### src/rtl/bin_to_bcd_seq_if.sv
// Purpose: handshake/data bundle between a requester and bin_to_bcd_seq.
// Signals:
//   start  requester -> converter  request a conversion
//   bin    requester -> converter  unsigned binary operand, BIN_W bits
//   busy   converter -> requester  conversion in progress
//   done   converter -> requester  one-cycle pulse, bcd/ovf just updated
//   bcd    converter -> requester  packed BCD result, nibble k = 10^k digit
//   ovf    converter -> requester  last accepted operand was saturated
interface bin_to_bcd_seq_if #(
  parameter int unsigned BIN_W  = 14,
  parameter int unsigned DIGITS = 4
);

  logic                  start;
  logic [BIN_W-1:0]      bin;
  logic                  busy;
  logic                  done;
  logic [4*DIGITS-1:0]   bcd;
  logic                  ovf;

  modport master (
    output start,
    output bin,
    input  busy,
    input  done,
    input  bcd,
    input  ovf
  );

  modport slave (
    input  start,
    input  bin,
    output busy,
    output done,
    output bcd,
    output ovf
  );

endinterface

### src/rtl/bin_to_bcd_seq.sv
// Purpose: sequential binary-to-BCD converter (shift-and-add-3), one
//   iteration per clock, BIN_W iterations per conversion. Operands larger
//   than 10^DIGITS-1 saturate to all nines and raise ovf.
// Ports:
//   clk   rising-edge clock
//   rst   synchronous reset, active-high; aborts any conversion
//   bus   slave side of bin_to_bcd_seq_if (start/bin in, busy/done/bcd/ovf out)
//   BIN_W and DIGITS must match the parameters of the connected interface.
module bin_to_bcd_seq #(
  parameter int unsigned BIN_W  = 14,
  parameter int unsigned DIGITS = 4
) (
  input  logic                clk,
  input  logic                rst,
  bin_to_bcd_seq_if.slave     bus
);

  localparam int unsigned BCD_W = 4 * DIGITS;
  localparam int unsigned SCR_W = BCD_W + BIN_W;
  localparam int unsigned CNT_W = (BIN_W < 2) ? 1 : $clog2(BIN_W + 1);
  localparam logic [CNT_W-1:0] CNT_LAST = CNT_W'(BIN_W - 1);
  localparam logic [BCD_W-1:0] BCD_SAT  = {DIGITS{4'h9}};

  // Largest value representable in DIGITS decimal digits.
  function automatic longint unsigned max_repr();
    longint unsigned p;
    p = 64'd1;
    for (int i = 0; i < int'(DIGITS); i++) p = p * 64'd10;
    return p - 64'd1;
  endfunction

  localparam longint unsigned MAX_VAL = max_repr();

  // False when every BIN_W-bit operand fits, making ovf a constant 0.
  function automatic bit ovf_possible();
    if (BIN_W >= 64) return 1'b1;
    return ((64'd1 << BIN_W) - 64'd1) > MAX_VAL;
  endfunction

  localparam bit OVF_POSSIBLE = ovf_possible();

  typedef enum logic [1:0] {
    S_IDLE  = 2'd0,
    S_SHIFT = 2'd1,
    S_DONE  = 2'd2
  } state_t;

  state_t             state_q,    state_d;
  logic [SCR_W-1:0]   scr_q,      scr_d;
  logic [CNT_W-1:0]   cnt_q,      cnt_d;
  logic               ovf_pend_q, ovf_pend_d;
  logic               busy_q,     busy_d;
  logic               done_q,     done_d;
  logic [BCD_W-1:0]   bcd_q,      bcd_d;
  logic               ovf_q,      ovf_d;

  logic [SCR_W-1:0]   scr_adj;
  logic [SCR_W-1:0]   scr_step;
  logic               ovf_next;

  // One double-dabble iteration: add 3 to every BCD nibble >= 5, then shift.
  always_comb begin
    scr_adj = scr_q;
    for (int k = 0; k < int'(DIGITS); k++) begin
      if (scr_adj[BIN_W + 4*k +: 4] >= 4'd5) begin
        scr_adj[BIN_W + 4*k +: 4] = scr_adj[BIN_W + 4*k +: 4] + 4'd3;
      end
    end
    scr_step = {scr_adj[SCR_W-2:0], 1'b0};
  end

  // Range check of the operand at capture time.
  always_comb begin
    ovf_next = OVF_POSSIBLE && (64'(bus.bin) > MAX_VAL);
  end

  // Next-state and output logic.
  always_comb begin
    state_d    = state_q;
    scr_d      = scr_q;
    cnt_d      = cnt_q;
    ovf_pend_d = ovf_pend_q;
    busy_d     = busy_q;
    done_d     = 1'b0;
    bcd_d      = bcd_q;
    ovf_d      = ovf_q;

    unique case (state_q)
      // DONE accepts start exactly like IDLE so conversions can run back-to-back.
      S_IDLE, S_DONE: begin
        if (bus.start) begin
          scr_d      = {BCD_W'(0), bus.bin};
          cnt_d      = '0;
          ovf_pend_d = ovf_next;
          busy_d     = 1'b1;
          state_d    = S_SHIFT;
        end else begin
          busy_d     = 1'b0;
          state_d    = S_IDLE;
        end
      end

      S_SHIFT: begin
        scr_d = scr_step;
        cnt_d = cnt_q + CNT_W'(1);
        if (cnt_q == CNT_LAST) begin
          state_d = S_DONE;
          busy_d  = 1'b0;
          done_d  = 1'b1;
          bcd_d   = ovf_pend_q ? BCD_SAT : scr_step[SCR_W-1:BIN_W];
          ovf_d   = ovf_pend_q;
        end
      end

      default: begin
        state_d = S_IDLE;
        busy_d  = 1'b0;
      end
    endcase
  end

  // State and output registers; reset wins over everything.
  always_ff @(posedge clk) begin
    if (rst) begin
      state_q    <= S_IDLE;
      scr_q      <= '0;
      cnt_q      <= '0;
      ovf_pend_q <= 1'b0;
      busy_q     <= 1'b0;
      done_q     <= 1'b0;
      bcd_q      <= '0;
      ovf_q      <= 1'b0;
    end else begin
      state_q    <= state_d;
      scr_q      <= scr_d;
      cnt_q      <= cnt_d;
      ovf_pend_q <= ovf_pend_d;
      busy_q     <= busy_d;
      done_q     <= done_d;
      bcd_q      <= bcd_d;
      ovf_q      <= ovf_d;
    end
  end

  assign bus.busy = busy_q;
  assign bus.done = done_q;
  assign bus.bcd  = bcd_q;
  assign bus.ovf  = ovf_q;

endmodule

### src/flat_wrapper.sv
// flat-port wrapper written by rule: the top's interface ports become plain ports
module bin_to_bcd_seq_flat 
#(
  parameter int unsigned BIN_W  = 14,
  parameter int unsigned DIGITS = 4
)
  (clk, rst, bus_start, bus_bin, bus_busy, bus_done, bus_bcd, bus_ovf);
  bin_to_bcd_seq_if #(.BIN_W(BIN_W), .DIGITS(DIGITS)) bus_i ();
  input  logic clk;
  input  logic rst;
  input wire logic [$bits(bus_i.start)-1:0] bus_start;
  input wire logic [$bits(bus_i.bin)-1:0] bus_bin;
  output wire logic [$bits(bus_i.busy)-1:0] bus_busy;
  output wire logic [$bits(bus_i.done)-1:0] bus_done;
  output wire logic [$bits(bus_i.bcd)-1:0] bus_bcd;
  output wire logic [$bits(bus_i.ovf)-1:0] bus_ovf;
  assign bus_i.start = bus_start;
  assign bus_i.bin = bus_bin;
  assign bus_busy = bus_i.busy;
  assign bus_done = bus_i.done;
  assign bus_bcd = bus_i.bcd;
  assign bus_ovf = bus_i.ovf;
  bin_to_bcd_seq #(.BIN_W(BIN_W), .DIGITS(DIGITS)) u_core (.clk(clk), .rst(rst), .bus(bus_i));
endmodule
### config.mk
export PLATFORM = sky130hd
export DESIGN_NAME = bin_to_bcd_seq_flat
export DESIGN_NICKNAME = d
export VERILOG_FILES = /design/src/rtl/bin_to_bcd_seq_if.sv /design/src/rtl/bin_to_bcd_seq.sv /design/src/flat_wrapper.sv
export SDC_FILE = /design/constraint.sdc
export NUM_CORES = 1
export LEC_CHECK = 0
export BUFFER_PORTS_ARGS = -buffer_cell sky130_fd_sc_hd__buf_2
export CAP_MARGIN = 40
export CORE_MARGIN = 4
export CORE_UTILIZATION = 28
export CTS_CLUSTER_SIZE = 10
export DETAILED_ROUTE_END_ITERATION = 8
export HOLD_SLACK_MARGIN = 0.03
export PLACE_DENSITY = 0.49
export SYNTH_ARGS = -nofsm -noshare
export SYNTH_HDL_FRONTEND = slang
export SYNTH_SLANG_ARGS = --single-unit
export TNS_END_PERCENT = 30
### constraint.sdc
create_clock -name clk -period 2.3 [get_ports clk]
set_clock_uncertainty 0.15 [all_clocks]
set_input_delay 0.345 -clock clk [delete_from_list [all_inputs] [get_ports clk]]
set_output_delay 0.345 -clock clk [all_outputs]
set_load 0.03 [all_outputs]
==> impl_table.tex, run 1 <==
\begin{tabular}{lr}
\hline
Metric & Value \\
\hline
\multicolumn{2}{l}{\textbf{Outcome}} \\
Status & completed \\
\multicolumn{2}{l}{\textbf{Global routing}} \\
Global-route wire length before repair & 9232 um \\
Maximum number of pins on one net before global-route repair & 38 \\
Vias in the first global route & 1938 \\
GR Overflow Total & 0 \\
Number of antenna violations at the first check in global routing & 0 \\
Total Routing Usage GR & 0.1114 \\
\multicolumn{2}{l}{\textbf{Clocking}} \\
\# clock sinks & 56 \\
Post-CTS resize count & 0 \\
CTS clock-pin slew for the worst setup and hold paths & 0.10 ns \\
Clock latency at the later pin of the worst-skew pair & 0.30 ns \\
Maximum number of buffers from clock root to sink & 2 \\
Cts bufs inserted & 5 \\
Clock Tree Root & sky130\_fd\_sc\_hd\_\_clkbuf\_8 \\
Level count of the clock H-tree & 2 \\
Post-CTS Setup Repair Bufs & 0 \\
Number of hold-repair buffers added at the cts stage & 0 \\
Clock tree from TritonCTS & yes \\
\multicolumn{2}{l}{\textbf{Synth}} \\
Avg Cell Area, Syn & 8.625 um\^{}2 \\
Number of flip-flops and latches in the synthesized netlist & 56 \\
Yosys warning count & 0 \\
Async S/R FF share, synth & 0 \\
Most frequent cell after synthesis & sky130\_fd\_sc\_hd\_\_dfxtp\_1 \\
Syn\_nets & 309 \\
Number of distinct standard cells referenced by the synthesized netlist & 30 \\
Cell taking the most area after synthesis & sky130\_fd\_sc\_hd\_\_dfxtp\_1 \\
Most instantiated flip-flop cell in the synthesis netlist & sky130\_fd\_sc\_hd\_\_dfxtp\_1 \\
Number of enable-type register cells in the synthesized netlist & 0 \\
Leading cell types by count after synthesis & 56 x sky130\_fd\_sc\_hd\_\_dfxtp\_1, 30 x sky130\_fd\_sc\_hd\_\_nand2\_1, 29 x sky130\_fd\_sc\_hd\_\_nor2\_1 \\
Synth top area cells & sky130\_fd\_sc\_hd\_\_dfxtp\_1 46\%, sky130\_fd\_sc\_hd\_\_a22oi\_1 5.9\%, sky130\_fd\_sc\_hd\_\_a21oi\_1 5.3\% \\
Sequential element share of the synthesized area & 0.4609 \\
Netlist area before placement & 2432 um\^{}2 \\
Portion of synthesized cell area occupied by the leading cell type & 0.4609 \\
Post-Syn Instances & 282 \\
\multicolumn{2}{l}{\textbf{Timing}} \\
Slew @ Worst Pin & 0.4750 ns \\
Final total negative setup slack & 0 ns \\
Headroom to the max-slew limit & 0.6833 \\
Max-slew violations & 0 \\
Setup violations, final & 0 \\
Portion of the clock cycle consumed by the worst path in the final layout & 0.8194 \\
Hold violation count in the final report & 0 \\
Minimum clock period after layout & 1.885 ns \\
Unrepaired setup endpoints after global routing & false \\
Max frequency & 0.5306 GHz \\
\multicolumn{2}{l}{\textbf{Critical path}} \\
Largest incremental delay on the critical path & 0.53 ns \\
Setup crit start kind & flop \\
Cell-by-cell trace of the critical path & ha\_1, nand3\_2, or2\_1, or3\_1, o21ai\_2 \\
Crit path capture type & flop \\
Data required time of the worst path & 2.39 ns \\
CP top delay family & simple AND/OR/NAND/NOR gates \\
CP max-delay cell & sky130\_fd\_sc\_hd\_\_or3\_1 \\
Crit path arrival time & 1.98 ns \\
Setup CP Type & reg -> reg \\
Register-to-Register Setup Slack & 0.42 ns \\
Peak fanout along the critical path & 8 \\
Number of buffer and inverter instances along the worst setup path & 0 \\
\multicolumn{2}{l}{\textbf{Detailed routing}} \\
WL/cell & 12.90 um \\
Total detailed-routing wirelength & 5444 um \\
Via density per instance & 4.718 \\
Final routed DRC violation total & 0 \\
Post-DRT Antenna Nets & 0 \\
First-pass iteration count of the detailed router & 4 \\
Via count & 1991 \\
Initial detailed-routing violation count & 105 \\
\multicolumn{2}{l}{\textbf{Cells and area}} \\
Proportion of layout cells with a drive suffix above 1 & 0.2114 \\
Antenna diode count & 0 \\
Footprint of the flip-flops and latches & 1121 um\^{}2 \\
Number of filler instances in the final layout & 898 \\
Nets & 343 \\
Area of all placed cells without fillers & 2824 um\^{}2 \\
Area occupied by multi-input gates & 1191 um\^{}2 \\
Area delta synth->final & 16.10\% \\
\multicolumn{2}{l}{\textbf{Placed design}} \\
Routability-driven placement congestion ratio & 0.7072 \\
Number of I/O port buffers & 35 \\
Placed wire-length estimate & 3890 um \\
Placement-stage cell area & 2731 um\^{}2 \\
\multicolumn{2}{l}{\textbf{Floorplan}} \\
Die width & 101.2 um \\
Total die area & 10240 um\^{}2 \\
Total I/O pin count & 36 \\
Core region area & 8341 um\^{}2 \\
Row cnt & 33 \\
Initial cell density of the core & 0.2916 \\
Die Ht & 101.2 um \\
\multicolumn{2}{l}{\textbf{Min path}} \\
Hold/Removal Path Class & in -> reg \\
\multicolumn{2}{l}{\textbf{Power and ir drop}} \\
Worst-case vdd ir drop & 215.8 uV \\
Cell leakage power & 0.001072 uW \\
Power per standard cell area & 602.2 nW/um\^{}2 \\
Total Power & 1701 uW \\
\multicolumn{2}{l}{\textbf{Job}} \\
Max-cap violations & 0 \\
\hline
\end{tabular}
## final cells by class
| type | instances | share of cell area |
|---|---|---|
| Clock inverter | 2 | 0.003545 |
| Clock buffer | 6 | 0.02924 |
| Tap cell | 105 | 0.04652 |
| Multi-Input combinational cell | 198 | 0.4218 |
| Inverter | 10 | 0.01329 |
| Sequential cell | 56 | 0.3970 |
| Timing Repair Buffer | 45 | 0.08861 |
## worst paths after layout
kind / from / endpoint / depth (start not counted)
setup / recovery: u_core.cnt_q[0] / u_core.bus.bcd[5] / 5
hold / removal: bus_bin[0] / u_core.scr_q[0] / 3
setup reg to reg: u_core.cnt_q[0] / u_core.bus.bcd[5] / 5
hold reg to reg: u_core.scr_q[3] / u_core.scr_q[3] / 2
## per-layer routing
layer,global-route usage,wire (um),vias to the layer above
met3,0.02342,217,5
met2,0.1826,2471,30
li1,-,-,1037
met5,0,0,-
met1,0.1488,2717,919
met4,0.03067,38,0
## power by group
part	internal [uW]	total (uW)	switching [uW]
Combinational	55.1	142	87.3
Clock	241	549	308
Sequential	992	1010	16.4
## per-stage QoR
step | setup slack, ns | utilization | std cells | hold slack, ns
floorplan | 0.5366 | - | 282 | 0.2750
global placement | 0.4742 | 0.3275 | 414 | 0.2905
detailed placement | 0.4356 | 0.3275 | 414 | 0.2975
CTS | 0.4071 | 0.3386 | 422 | 0.1361
global route | 0.2777 | 0.3386 | 422 | 0.1714
finish | 0.4154 | 0.3386 | 422 | 0.1499
## sequential cells by signal (all words and copies together) (netlist names)
register,count
u_core.bus.ovf,1
u_core.bus.busy,1
u_core.state_q,2
u_core.bus.bcd,16
u_core.cnt_q,4
u_core.scr_q,30
u_core.ovf_pend_q,1
u_core.bus.done,1
## cells by family (layout without fill, tap and decap cells)
family / Yosys count / count (layout) / synth area share
flops: 56 / 56 / 0.4609
xor+xnor: 4 / 4 / 0.01440
compound gates: 77 / 77 / 0.1939
buf+inv: 28 / 63 / 0.04938
simple gates: 102 / 102 / 0.2073
fa+ha+maj: 10 / 10 / 0.05144
mux: 5 / 5 / 0.02263
## worst min-delay path, cell delays in order
cell and delay, ns:
sky130_fd_sc_hd__buf_2 0.08, sky130_fd_sc_hd__a22oi_1 0.07, sky130_fd_sc_hd__nor2_1 0.08
## cells in the final DEF (no fill, tap or decap), drive strengths merged
cell / netlist / layout
dfxtp: 56 / 56
buf: 3 / 45
nand2: 30 / 30
nor2: 29 / 29
o21ai: 28 / 28
a21oi: 26 / 26
a22oi: 19 / 19
nor3: 11 / 11
nand2b: 11 / 11
inv: 10 / 10
ha: 10 / 10
nand3b: 8 / 8
clkbuf: 15 / 6
mux2: 4 / 4
xnor2: 4 / 4
nor3b: 4 / 4
a211oi: 3 / 3
nor2b: 2 / 2
clkinv: 0 / 2
nand3: 2 / 2
or2: 1 / 1
or3: 1 / 1
a31oi: 1 / 1
nor4: 1 / 1
nand4b: 1 / 1
nand4: 1 / 1
mux2i: 1 / 1
Note: power is estimated with default switching activity, not from simulation.
==> inputs of run 2 (changes only) <==
- clock period: 2.3 -> 1.81 ns (I/O delays scaled with it)
==> run 2 against run 1 <==
  * Worst hold slack worse by 0.082 ns
  * Power up 30%
  * Maximum frequency up 10%
  * Largest power group unchanged
  * Clock power up 32%
  * Largest cell class unchanged
  * Flip-flop and latch count unchanged
  * Critical path depth up 1
  * Highest routed layer unchanged
==> impl_table.tex, run 2 (synthesis gave the netlist of run 1 again) <==
\begin{tabular}{lr}
\hline
Metric & Value \\
\hline
\multicolumn{2}{l}{\textbf{Outcome}} \\
Status & completed \\
\multicolumn{2}{l}{\textbf{Detailed routing}} \\
Via count & 2037 (+2.3\%) \\
Post-DRT Antenna Nets & 0 (unchanged) \\
Total detailed-routing wirelength & 5602 um (+2.9\%) \\
Initial detailed-routing violation count & 71 (-32\%) \\
Via density per instance & 4.770 (+1.1\%) \\
WL/cell & 13.12 um (+1.7\%) \\
Final routed DRC violation total & 0 (unchanged) \\
First-pass iteration count of the detailed router & 4 (unchanged) \\
\multicolumn{2}{l}{\textbf{Cells and area}} \\
Area of all placed cells without fillers & 2915 um\^{}2 (+3.2\%) \\
Reg with most FFs & u\_core.scr\_q \\
Largest register FFs & 30 (unchanged) \\
Antenna diode count & 0 (unchanged) \\
Commonest cells after routing, fill and taps aside & 55 x sky130\_fd\_sc\_hd\_\_dfxtp\_1, 35 x sky130\_fd\_sc\_hd\_\_buf\_2, 30 x sky130\_fd\_sc\_hd\_\_nand2\_1 \\
Area delta synth->final & 19.86\% \\
Proportion of layout cells with a drive suffix above 1 & 0.2422 (+0.03088) \\
Nets & 348 (+1.5\%) \\
Commonest non-fill, non-tap cell in the layout & sky130\_fd\_sc\_hd\_\_dfxtp\_1 \\
Number of filler instances in the final layout & 890 (-0.89\%) \\
Final design utilization & 0.3495 (+0.01095) \\
\multicolumn{2}{l}{\textbf{Placed design}} \\
Placement-stage cell area & 2794 um\^{}2 (+2.3\%) \\
Routability-driven placement congestion ratio & 0.7676 (+8.5\%) \\
Number of I/O port buffers & 35 (unchanged) \\
Placed wire-length estimate & 4007 um (+3.0\%) \\
\multicolumn{2}{l}{\textbf{Critical path}} \\
Number of cells traversed by the worst register-to-register path & 6 (+1) \\
Last element of the critical path & u\_core.scr\_q[24] \\
Crit path arrival time & 1.81 ns (-0.17 ns) \\
Data required time of the worst path & 1.90 ns (-0.49 ns) \\
Critical path origin & u\_core.scr\_q[23] \\
Setup crit start kind & flop \\
Cell-by-cell trace of the critical path & inv\_1, ha\_1, nand2b\_1, a21oi\_2, mux2\_2, o21ai\_0 \\
Launch point of the worst reg-to-reg path & u\_core.scr\_q[23] \\
Crit path capture type & flop \\
Largest incremental delay on the critical path & 0.37 ns (-0.16 ns) \\
CP max-delay cell & sky130\_fd\_sc\_hd\_\_mux2\_2 \\
Register-to-Register Setup Slack & 0.1 ns (-0.32 ns) \\
Peak fanout along the critical path & 3 (-5) \\
Capture instance of the worst register-to-register path & u\_core.scr\_q[24] \\
Setup CP Type & reg -> reg \\
\multicolumn{2}{l}{\textbf{Clocking}} \\
Clock tree from TritonCTS & yes \\
Cts bufs inserted & 5 (unchanged) \\
Maximum number of buffers from clock root to sink & 2 (unchanged) \\
Clock Tree Root & sky130\_fd\_sc\_hd\_\_clkbuf\_8 \\
Level count of the clock H-tree & 2 (unchanged) \\
CTS clock-pin slew for the worst setup and hold paths & 0.10 ns (about the same) \\
Clock latency at the later pin of the worst-skew pair & 0.32 ns (+0.02 ns) \\
\# clock sinks & 56 (unchanged) \\
Number of hold-repair buffers added at the cts stage & 0 (unchanged) \\
\multicolumn{2}{l}{\textbf{Floorplan}} \\
Row cnt & 33 (unchanged) \\
Core region area & 8341 um\^{}2 (unchanged) \\
Total I/O pin count & 36 (unchanged) \\
Initial cell density of the core & 0.2916 (unchanged) \\
Total die area & 10240 um\^{}2 (unchanged) \\
Die Ht & 101.2 um (unchanged) \\
Die width & 101.2 um (unchanged) \\
\multicolumn{2}{l}{\textbf{Timing}} \\
Setup violations, final & 0 (unchanged) \\
Minimum clock period after layout & 1.714 ns (-0.1707 ns) \\
Final total negative setup slack & 0 ns (unchanged) \\
Slew @ Worst Pin & 0.4329 ns (-0.04212 ns) \\
Max frequency & 0.5835 GHz (+10\%) \\
Max-slew violations & 0 (unchanged) \\
Portion of the clock cycle consumed by the worst path in the final layout & 0.9469 (+0.1275) \\
Unrepaired setup endpoints after global routing & false \\
Headroom to the max-slew limit & 0.7108 (+0.02749) \\
Hold violation count in the final report & 0 (unchanged) \\
\multicolumn{2}{l}{\textbf{Power and ir drop}} \\
Worst-case vdd ir drop & 342.9 uV (+59\%) \\
Cell leakage power & 0.001107 uW (+3.3\%) \\
Power per standard cell area & 756.5 nW/um\^{}2 (+26\%) \\
\multicolumn{2}{l}{\textbf{Global routing}} \\
Maximum number of pins on one net before global-route repair & 42 (+11\%) \\
Global-route wire length before repair & 9611 um (+4.1\%) \\
Vias in the first global route & 1953 (+0.77\%) \\
Total Routing Usage GR & 0.1175 (+0.006043) \\
Number of antenna violations at the first check in global routing & 0 (unchanged) \\
GR Overflow Total & 0 (unchanged) \\
\multicolumn{2}{l}{\textbf{Min path}} \\
Hold/Removal Path Class & in -> reg \\
\multicolumn{2}{l}{\textbf{Job}} \\
Max-cap violations & 0 (unchanged) \\
\hline
\end{tabular}
## run 2: worst max-delay path: cells and delay by family, from the launching register on
| kind | cells | cell delay [ns] |
|---|---|---|
| fa+ha+maj | 1 | 0.17 |
| simple gates | 1 | 0.16 |
| buf+inv | 1 | 0.07 |
| compound gates | 2 | 0.35 |
| mux | 1 | 0.37 |
| flops | 1 | 0.36 |
## run 2: power by group
part           switching [uW]  total [uW]  internal (uW)
combinational             120         203           83.2
sequential               16.4        1280           1260
clock                     439         724            285
total                     576        2210           1630
## run 2: final cells by class
class	instances	area, um^2	share of cell area
Multi-Input combinational cell	198	1211	0.4154
Sequential cell	56	1122	0.3850
Timing Repair Buffer	50	316.6	0.1086
Tap cell	105	131.4	0.04506
Clock buffer	5	68.82	0.02361
Inverter	10	37.54	0.01288
Clock inverter	3	27.53	0.009442
## run 2: routing by layer
metal	global-route usage	share of wire	vias up
li1	-	-	1056
met1	0.1503	0.48	938
met2	0.1957	0.47	36
met3	0.03168	0.045	7
met4	0.03170	0.013	0
met5	0	0	-
## run 2: worst min path at each step
| stage | start | endpoint | slack (ns) | depth (start not counted) |
|---|---|---|---|---|
| global route | bus_bin[1] | u_core.scr_q[1] | 0.08 | 3 |
| floorplan | u_core.scr_q[27] | u_core.scr_q[27] | 0.28 | 2 |
| CTS | bus_bin[0] | u_core.scr_q[0] | 0.07 | 3 |
| detailed placement | u_core.scr_q[4] | u_core.scr_q[4] | 0.30 | 2 |
| finish | bus_bin[0] | u_core.scr_q[0] | 0.07 | 3 |
| global placement | u_core.scr_q[27] | u_core.scr_q[27] | 0.29 | 2 |
## run 2: what timing repair did
action / 4_1_cts / 5_1_grt
endpoints found under the setup margin: 0 / 13
buffers inserted: 0 / 0
resized for setup: 0 / 8
## run 2: metrics by stage
step	total power (uW)	hold slack (ns)	instances	worst slack [ns]
final	2205	0.06773	427	0.09611
after CTS	2244	0.06693	427	0.04093
after detailed placement	1512	0.2972	419	0.06361
after global placement	1512	0.2904	419	0.09426
after global routing	2324	0.08163	427	0.0007920
after floorplan	1420	0.2750	282	0.04662
==> inputs of run 3 (changes only) <==
- ABC_AREA: unset -> 1
==> run 3 against run 2 <==
  * Worst setup slack improved by 0.11 ns
  * Routed wire length increased by 11%
  * Largest power group unchanged
  * Highest routed layer unchanged
  * Final cell count increased by 18%
  * Maximum frequency increased by 7.0%
  * Non-clock buffer count decreased by 6
  * Global-route usage increased by 0.27 points
  * Worst hold slack got worse by 0.011 ns
  * Area after synthesis increased by 5.7%
==> impl_table.tex, run 3 <==
\begin{tabular}{lr}
\hline
Metric & Value \\
\hline
\multicolumn{2}{l}{\textbf{Outcome}} \\
Status & completed \\
\multicolumn{2}{l}{\textbf{Critical path}} \\
Register-to-Register Setup Slack & 0.21 ns (+0.11 ns) \\
Setup crit start kind & flop \\
Data required time of the worst path & 1.91 ns (about the same) \\
Crit path arrival time & 1.70 ns (-0.11 ns) \\
Peak fanout along the critical path & 11 (+8) \\
Launch point of the worst reg-to-reg path & u\_core.cnt\_q[1] \\
Crit path capture type & flop \\
Setup CP Type & reg -> reg \\
Number of cells traversed by the worst register-to-register path & 7 (+1) \\
Capture instance of the worst register-to-register path & u\_core.bus.bcd[10] \\
\multicolumn{2}{l}{\textbf{Timing}} \\
Minimum clock period after layout & 1.602 ns (-0.1121 ns) \\
Max frequency & 0.6243 GHz (+7.0\%) \\
Worst hold margin & 0.05647 ns (-0.01126 ns) \\
Slew @ Worst Pin & 0.4302 ns (-0.002706 ns) \\
Setup violations, final & 0 (unchanged) \\
Final worst slack & 0.2082 ns (+0.1121 ns) \\
Max-slew violations & 0 (unchanged) \\
Unrepaired setup endpoints after global routing & false \\
Portion of the clock cycle consumed by the worst path in the final layout & 0.8850 (-0.06194) \\
Final total negative setup slack & 0 ns (unchanged) \\
Hold violation count in the final report & 0 (unchanged) \\
Headroom to the max-slew limit & 0.7129 (+0.002082) \\
\multicolumn{2}{l}{\textbf{Cells and area}} \\
Proportion of layout cells with a drive suffix above 1 & 0.1540 (-0.08820) \\
Nets & 422 (+21\%) \\
Area of all placed cells without fillers & 2998 um\^{}2 (+2.8\%) \\
Reg with most FFs & u\_core.scr\_q \\
Largest register FFs & 30 (unchanged) \\
Antenna diode count & 0 (unchanged) \\
Commonest non-fill, non-tap cell in the layout & sky130\_fd\_sc\_hd\_\_nand2\_1 \\
Area delta synth->final & 16.65\% \\
Commonest cells after routing, fill and taps aside & 111 x sky130\_fd\_sc\_hd\_\_nand2\_1, 56 x sky130\_fd\_sc\_hd\_\_dfxtp\_1, 36 x sky130\_fd\_sc\_hd\_\_a21oi\_1 \\
Number of filler instances in the final layout & 968 (+8.8\%) \\
\multicolumn{2}{l}{\textbf{Floorplan}} \\
Initial cell density of the core & 0.2918 (about the same) \\
Row cnt & 34 (+3.0\%) \\
Die Ht & 103.8 um (+2.6\%) \\
Total I/O pin count & 36 (unchanged) \\
Die width & 103.8 um (+2.6\%) \\
Core region area & 8806 um\^{}2 (+5.6\%) \\
Total die area & 10780 um\^{}2 (+5.2\%) \\
\multicolumn{2}{l}{\textbf{Synth}} \\
Yosys warning count & 0 (unchanged) \\
Avg Cell Area, Syn & 7.179 um\^{}2 (-17\%) \\
Number of flip-flops and latches in the synthesized netlist & 56 (unchanged) \\
Most instantiated flip-flop cell in the synthesis netlist & sky130\_fd\_sc\_hd\_\_dfxtp\_1 \\
Portion of synthesized cell area occupied by the leading cell type & 0.4362 (-0.02468) \\
Leading cell types by count after synthesis & 111 x sky130\_fd\_sc\_hd\_\_nand2\_1, 56 x sky130\_fd\_sc\_hd\_\_dfxtp\_1, 36 x sky130\_fd\_sc\_hd\_\_a21oi\_1 \\
Synth top area cells & sky130\_fd\_sc\_hd\_\_dfxtp\_1 44\%, sky130\_fd\_sc\_hd\_\_nand2\_1 16\%, sky130\_fd\_sc\_hd\_\_a21oi\_1 7.0\% \\
Number of distinct standard cells referenced by the synthesized netlist & 22 (-27\%) \\
Compound-Gate Fraction of Synth Area & 0.1397 (-0.05420) \\
Cell taking the most area after synthesis & sky130\_fd\_sc\_hd\_\_dfxtp\_1 \\
Most frequent cell after synthesis & sky130\_fd\_sc\_hd\_\_nand2\_1 \\
Adder-cell share of the synthesized area & 0.04869 (-0.002755) \\
Xor/xnor share of the synthesized area & 0 (-0.01440) \\
Syn\_nets & 385 (+25\%) \\
Sequential element share of the synthesized area & 0.4362 (-0.02468) \\
Number of enable-type register cells in the synthesized netlist & 0 (unchanged) \\
Async S/R FF share, synth & 0 (unchanged) \\
Simple-gate portion of the synthesized area & 0.2955 (+0.08822) \\
Netlist area before placement & 2570 um\^{}2 (+5.7\%) \\
Share of synthesized area spent on multiplexers & 0 (-0.02263) \\
Post-Syn Instances & 358 (+27\%) \\
Main combinational cell family by area after synthesis & simple AND/OR/NAND/NOR gates \\
\multicolumn{2}{l}{\textbf{Min path}} \\
Hold/Removal Path Class & in -> reg \\
Startpoint of the lowest-slack hold path & bus\_bin[0] \\
Number of instances on the worst hold path & 3 (unchanged) \\
Sink of the worst hold path & u\_core.scr\_q[0] \\
\multicolumn{2}{l}{\textbf{Job}} \\
Max-cap violations & 0 (unchanged) \\
\multicolumn{2}{l}{\textbf{Power and ir drop}} \\
Worst-case vdd ir drop & 403.9 uV (+18\%) \\
Power per standard cell area & 767.2 nW/um\^{}2 (+1.4\%) \\
Cell leakage power & 0.001258 uW (+14\%) \\
Total Power & 2300 uW (+4.3\%) \\
\multicolumn{2}{l}{\textbf{Placed design}} \\
Pre-CTS setup slack & 0.2062 ns (+0.1426 ns) \\
Routability-driven placement congestion ratio & 0.8433 (+9.9\%) \\
Placement-stage cell area & 2890 um\^{}2 (+3.4\%) \\
Number of I/O port buffers & 35 (unchanged) \\
Placed wire-length estimate & 4366 um (+8.9\%) \\
\multicolumn{2}{l}{\textbf{Clocking}} \\
Level count of the clock H-tree & 2 (unchanged) \\
Clock Tree Root & sky130\_fd\_sc\_hd\_\_clkbuf\_8 \\
CTS clock-pin slew for the worst setup and hold paths & 0.10 ns (about the same) \\
\# clock sinks & 56 (unchanged) \\
Post-CTS Setup Repair Bufs & 0 (unchanged) \\
Clock latency at the later pin of the worst-skew pair & 0.31 ns (about the same) \\
Cts bufs inserted & 5 (unchanged) \\
Clock tree from TritonCTS & yes \\
Post-CTS resize count & 0 (unchanged) \\
Maximum number of buffers from clock root to sink & 2 (unchanged) \\
Number of hold-repair buffers added at the cts stage & 0 (unchanged) \\
\multicolumn{2}{l}{\textbf{Global routing}} \\
GR Overflow Total & 0 (unchanged) \\
Vias in the first global route & 2353 (+20\%) \\
Number of antenna violations at the first check in global routing & 0 (unchanged) \\
Maximum number of pins on one net before global-route repair & 30 (-29\%) \\
Global-route wire length before repair & 10780 um (+12\%) \\
Total Routing Usage GR & 0.1202 (+0.002749) \\
\multicolumn{2}{l}{\textbf{Detailed routing}} \\
Initial detailed-routing violation count & 85 (+20\%) \\
WL/cell & 12.32 um (-6.1\%) \\
Via count & 2383 (+17\%) \\
Post-DRT Antenna Nets & 0 (unchanged) \\
First-pass iteration count of the detailed router & 4 (unchanged) \\
Via density per instance & 4.728 (-0.89\%) \\
Total detailed-routing wirelength & 6207 um (+11\%) \\
Final routed DRC violation total & 0 (unchanged) \\
\hline
\end{tabular}
-- run 3: changes by cell type after synthesis, sizes merged, moves of 12 or more --
| cell | before | now |
|---|---|---|
| a22oi | 19 | 0 |
| inv | 10 | 36 |
| a21oi | 26 | 38 |
| nand3 | 2 | 34 |
| nand2 | 30 | 113 |
-- run 3: final cells by class --
| class | instances | area (um^2) | area share |
|---|---|---|---|
| clock buffer | 6 | 72.57 | 0.02421 |
| sequential | 56 | 1121 | 0.3740 |
| timing repair buffer | 44 | 255.2 | 0.08514 |
| clock inverter | 2 | 35.03 | 0.01169 |
| multi-input combinational | 252 | 1244 | 0.4149 |
| inverter | 36 | 135.1 | 0.04508 |
| tap | 108 | 135.1 | 0.04508 |
-- run 3: where the power goes --
group	switching (uW)	internal, uW
Combinational	126	65.7
Sequential	19.1	1260
Clock	415	412
-- run 3: logic make-up after synthesis --
family,after synthesis
DFF,56
and+or+nand+nor,175
buffers and inverters,50
AOI/OAI and AO/OA,67
adders and majority gates,10
-- run 3: worst max path at each step --
stage                    startpoint            endpoint  slack (ns)  cells past startpoint
floorplan           u_core.cnt_q[0]  u_core.bus.bcd[10]        0.35                      7
global placement    u_core.cnt_q[1]  u_core.bus.bcd[10]        0.23                      7
detailed placement  u_core.cnt_q[1]   u_core.bus.bcd[9]        0.21                      7
CTS                 u_core.cnt_q[1]  u_core.bus.bcd[10]        0.18                      7
global route        u_core.cnt_q[1]  u_core.bus.bcd[10]        0.03                      7
finish              u_core.cnt_q[1]  u_core.bus.bcd[10]        0.21                      7
-- run 3: worst max-delay path: stages (launching register included) --
cell and delay (ns):
sky130_fd_sc_hd__dfxtp_1 0.37, sky130_fd_sc_hd__inv_1 0.07, sky130_fd_sc_hd__ha_1 0.19, sky130_fd_sc_hd__nand3_2 0.14, sky130_fd_sc_hd__nor2_4 0.04, sky130_fd_sc_hd__inv_1 0.33, sky130_fd_sc_hd__nand2_1 0.13, sky130_fd_sc_hd__a21oi_2 0.14
-- run 3: layer usage --
metal  track usage  wire length [um]  vias up
met4       0.04179                81        0
met1        0.1579              3090     1091
met2        0.1959              2802       41
li1              -                 -     1243
met3       0.02488               233        8
met5             0                 0        -
-- run 3: through the flow --
step / util / std cells
2_1_floorplan: - / 358
3_3_place_gp: 0.3282 / 496
3_5_place_dp: 0.3282 / 496
4_1_cts: 0.3404 / 504
5_1_grt: 0.3404 / 504
6_report: 0.3404 / 504
